===== src/rtl/perm_unload.sv =====
// perm_unload: streams the 5x5x64 Keccak state out of state memory, x-fastest, with backpressure.
// Define PERM_UNLOAD_RATE_EN to emit only the first RATE_LANES lanes instead of all 25.
module perm_unload #(
    parameter int unsigned RATE_LANES = 17
) (
    input  logic        clk,
    input  logic        rst,
    input  logic        start_i,
    output logic        busy_o,
    output logic        done_o,
    output logic [2:0]  mrx_o,
    output logic [2:0]  mry_o,
    input  logic [63:0] mrd_i,
    output logic        pushout_o,
    input  logic        stopout_i,
    output logic        firstout_o,
    output logic        lastout_o,
    output logic [63:0] dout_o
);

    if (RATE_LANES < 1 || RATE_LANES > 25) begin : g_rate_check
        $error("RATE_LANES must be in 1..25");
    end

`ifdef PERM_UNLOAD_RATE_EN
    localparam int unsigned NumLanes = RATE_LANES;
`else
    localparam int unsigned NumLanes = 25;
`endif
    localparam logic [4:0] LastIdx = 5'(NumLanes - 1);

    typedef enum logic [1:0] {
        StIdle,
        StStream,
        StDrain,
        StDone
    } state_e;

    state_e      state_q;
    logic [2:0]  x_q;
    logic [2:0]  y_q;
    logic        busy_q;
    logic        done_q;
    logic        pushout_q;
    logic        firstout_q;
    logic        lastout_q;
    logic [63:0] dout_q;

    logic [4:0]  lane_idx;
    logic        load;
    logic        is_last;

    assign lane_idx = {2'b00, x_q} + 5'd5 * {2'b00, y_q};
    assign is_last  = (lane_idx == LastIdx);
    // The output register refills whenever it is empty or being drained this cycle.
    assign load     = (state_q == StStream) && (!pushout_q || !stopout_i);

    always_ff @(posedge clk or posedge rst) begin
        if (rst) begin
            state_q    <= StIdle;
            x_q        <= 3'd0;
            y_q        <= 3'd0;
            busy_q     <= 1'b0;
            done_q     <= 1'b0;
            pushout_q  <= 1'b0;
            firstout_q <= 1'b0;
            lastout_q  <= 1'b0;
            dout_q     <= 64'd0;
        end else begin
            done_q <= 1'b0;
            unique case (state_q)
                StIdle: begin
                    if (start_i) begin
                        state_q <= StStream;
                        busy_q  <= 1'b1;
                    end
                end
                StStream: begin
                    if (load) begin
                        dout_q     <= mrd_i;
                        firstout_q <= (lane_idx == 5'd0);
                        lastout_q  <= is_last;
                        pushout_q  <= 1'b1;
                        if (is_last) begin
                            // Park the pointer so it never addresses lanes past the last one.
                            x_q     <= 3'd0;
                            y_q     <= 3'd0;
                            state_q <= StDrain;
                        end else if (x_q == 3'd4) begin
                            x_q <= 3'd0;
                            y_q <= y_q + 3'd1;
                        end else begin
                            x_q <= x_q + 3'd1;
                        end
                    end
                end
                StDrain: begin
                    if (pushout_q && !stopout_i) begin
                        pushout_q  <= 1'b0;
                        firstout_q <= 1'b0;
                        lastout_q  <= 1'b0;
                        busy_q     <= 1'b0;
                        done_q     <= 1'b1;
                        state_q    <= StDone;
                    end
                end
                StDone: begin
                    state_q <= StIdle;
                end
                default: begin
                    state_q <= StIdle;
                end
            endcase
        end
    end

    assign busy_o     = busy_q;
    assign done_o     = done_q;
    assign mrx_o      = x_q;
    assign mry_o      = y_q;
    assign pushout_o  = pushout_q;
    assign firstout_o = firstout_q;
    assign lastout_o  = lastout_q;
    assign dout_o     = dout_q;

endmodule


===== config.mk =====
export PLATFORM = sky130hd
export DESIGN_NAME = perm_unload
export DESIGN_NICKNAME = d
export VERILOG_FILES = /design/src/rtl/perm_unload.sv
export SDC_FILE = /design/constraint.sdc
export NUM_CORES = 1
export LEC_CHECK = 0
export CAP_MARGIN = 20
export CORE_MARGIN = 2
export CORE_UTILIZATION = 46
export CTS_CLUSTER_DIAMETER = 100
export DETAILED_ROUTE_END_ITERATION = 10
export PLACE_DENSITY = 0.94
export SYNTH_ARGS = -nofsm -noshare
export SYNTH_HDL_FRONTEND = slang
export SYNTH_SLANG_ARGS = --single-unit

===== constraint.sdc =====
create_clock -name clk -period 7.42 [get_ports clk]
set_clock_uncertainty 0.15 [all_clocks]
set_input_delay 1.113 -clock clk [delete_from_list [all_inputs] [get_ports clk]]
set_output_delay 1.113 -clock clk [all_outputs]
set_load 0.02 [all_outputs]

==> run_results.csv <==
group,metric,value,unit
worst_setup_path,crit_top_cell,"ha_1",
timing,setup-tns-final,0,ps
clocking,h-tree-depth,3,
placed_design,port_buffers,142,
layout,n_fill_cell,512,
worst_setup_path,crit_slowest_cell,"fa_1",
worst_setup_path,r2r-start,"mry_o[0]",
synth,ys.flop_type,"dfrtp_1",
route,vias_per_cell,4.83,
clocking,numCtsBuffers,9,
route,vias,2929,
route,wl_per_cell,14.0,µm
run,max_cap_viol_count,0,
worst_setup_path,start_kind,"flip-flop",
timing,maxSlewViolCount,0,
synth,ys_seq_area_share,58.2,%
clocking,postCtsSetupRepairBufs,0,
worst_setup_path,reg2reg_depth,9,
layout,drive_gt1_share,5.10,%
synth,synth_cell_types,33,
layout,seq_area,1930,µm²
floorplan,io_pins,143,
timing,clock.fmax,327,MHz
pwr,swShare,40.9,%
global_route,grt_max_degree,78,
floorplan,placementRows,30,
layout,diodes,0,
route,drc,0,
worst_setup_path,reg2reg_slack,4370,ps
global_route,grt_pass1_vias,2979,
synth,synth_area,3310,µm²
floorplan,core,6870,µm²
pwr,p_per_area,436,nW/µm²
worst_setup_path,slowest_delay,520,ps
layout,final_common_cell,"nand2_1",
clocking,insertion_delay,330,ps
worst_setup_path,crit_path_start,"mry_o[0]",
route,drt_iter0_drc,161,
pwr,netSwitchingPower,896,µW
pwr,seq_power_share,33.6,%
timing,setup_viol,0,
floorplan,dieArea,7890,µm²
global_route,grt_pass1_wl,13500,µm
route,routed_wl,8490,µm
timing,worst_pin_slew,934,ps
pwr,p_int,1290,µW
pwr,share_comb_of_total_power,52.5,%
synth,synth_area_leaders,"dfrtp_1 58%, nand2_1 22%, ha_1 5.7%",
clocking,root_buffer,"clkbuf_8",
worst_setup_path,path_max_fanout,7,
worst_setup_path,worstSetupPathType,"flip-flop to flip-flop",
pwr,vdd_drop_max,248,µV
timing,rsz0062_at_grt,"false",
layout,nets,589,
synth,synth_top_area_share,58.2,%
outcome,status,"completed",
placed_design,place_inst,589,
layout,final_cell_mix,"197 x nand2_1, 142 x clkdlybuf4s50_1, 77 x dfrtp_1, 15 x ha_1, 9 x clkbuf_8",
worst_hold_path,worstHoldPathType,"flip-flop to flip-flop",
synth,syn_nets,449,
synth,yosysTopAreaCell,"dfrtp_1",
clocking,cts_resized,0,
global_route,track_usage,22.0,%
route,dr.pass1.iters,4,
clocking,cts.sinks,77,
synth,synthCells,365,
synth,synth-async-reset-ratio,100,%
placed_design,pre_cts_ws,3850,ps
synth,synth_area_per_cell,9.07,µm²
placed_design,dp_hpwl,6310,µm
worst_setup_path,arrival,3120,ps
floorplan,start_util,48.2,%
worst_hold_path,holdPathStages,2,
worst_setup_path,timing.rr.end,"state_q[1]",
timing,post-route-period-util,41.2,%
layout,area_delta_synth_final,51.8,%
pwr,p_leak,0.00245,µW
clocking,clkTransAtPathRegs,70,ps
timing,finalHoldViolations,0,
synth,synth_seq_cells,77,
global_route,overflow,0,
global_route,antenna_found_initial,0,
pwr,power_frac_clock,13.9,%
layout,multi_input_area,1280,µm²
timing,fin_crit,3050,ps
layout,final_area,5030,µm²
worst_setup_path,critPathCapture,"state_q[1]",
worst_setup_path,critPathRequiredTime,7490,ps
floorplan,die_w,88.8,µm
floorplan,die_h,88.8,µm
layout,final_cells,606,
clocking,hold_buffers,0,
worst_setup_path,end_kind,"flip-flop",
timing,timing.final.ws_setup,4370,ps
clocking,clock_path_buffers,2,
placed_design,placed_cell_area,4810,µm²
clocking,cts_tree,"yes",
timing,max_slew_margin,37.7,%
worst_setup_path,crit_chain,"ha_1 > ha_1 > inv_1 > fa_1 > nor3b_1 > nand2_1 > a21oi_4 > a31o_4 > mux2_4",
placed_design,gp_congestion,0.787,
synth,synth_enable_flop_cells,0,
synth,yosys_warnings,0,
route,ant_nets,0,
## power groups by stage
stage	clock network, µW	logic (µW)	registers [µW]
after floorplan	0	395	956
after global placement	0	1090	732
after detailed placement	0	1150	737
after CTS	310	1150	734
after global routing	333	1250	758
final	304	1150	736
## cell families after synthesis
group,share of synthesized area (%)
AO/OA/AOI/OAI,4.69
multiplexers,0.756
AND/OR/NAND/NOR,26.5
flip-flops,58.2
adder cells (fa/ha/maj),6.27
buffers and inverters,3.10
XOR/XNOR,0.529
## layout make-up
cell class                      count  area share, %
Timing Repair Buffer              145           29.2
Sequential cell                    77           38.3
Inverter                            9          0.672
Clock inverter                      5           1.19
Tap cell                           96           2.39
Multi-Input combinational cell    263           25.6
Clock buffer                       11           2.61
## cell usage after synthesis (all sizes together) (2+ instances only)
cell and instances:
a21oi 5, a22o 2, and2 3, buf 8, clkbuf 8, dfrtp 77, ha 15, inv 9
nand2 198, nand2b 2, nand3 5, nor2 8, nor2b 2, o21ai 7
## critical path, delay by kind of cell (launching register included)
family | cells | cell delay, ps
mux | 1 | 290
buf+inv | 1 | 60
flops | 1 | 470
fa+ha+maj | 3 | 1150
compound gates | 2 | 450
simple gates | 2 | 370
## stage by stage
stage,utilization (%),total power [µW],hold slack [ps]
floorplan,-,1350,359
global placement,69.8,1820,307
detailed placement,70.1,1890,312
CTS,72.9,2200,328
global route,73.2,2340,358
finish,73.2,2190,323
## metal layers
| layer | track usage [%] | vias up | wire (µm) |
|---|---|---|---|
| met5 | 0 | - | 0 |
| met4 | 7.16 | 0 | 85 |
| met3 | 4.29 | 11 | 514 |
| met2 | 38.9 | 111 | 4490 |
| met1 | 27.2 | 1393 | 3400 |
| li1 | - | 1414 | - |
## flip-flops by register name, indices dropped and copies added (netlist names)
register and cells:
state_q 2, dout_o 64, lastout_o 1, mrx_o 3, mry_o 3, done_o 1, pushout_o 1, firstout_o 1
busy_o 1
## worst min-delay path by stage
stage / from / end / slack (ps)
final: dout_o[15] / dout_o[15] / 320
after global routing: dout_o[60] / dout_o[60] / 360
after CTS: dout_o[15] / dout_o[15] / 330
after detailed placement: dout_o[15] / dout_o[15] / 310
after global placement: dout_o[62] / dout_o[62] / 310
after floorplan: state_q[1] / state_q[1] / 360
Note: power is estimated with default switching activity, not from simulation.
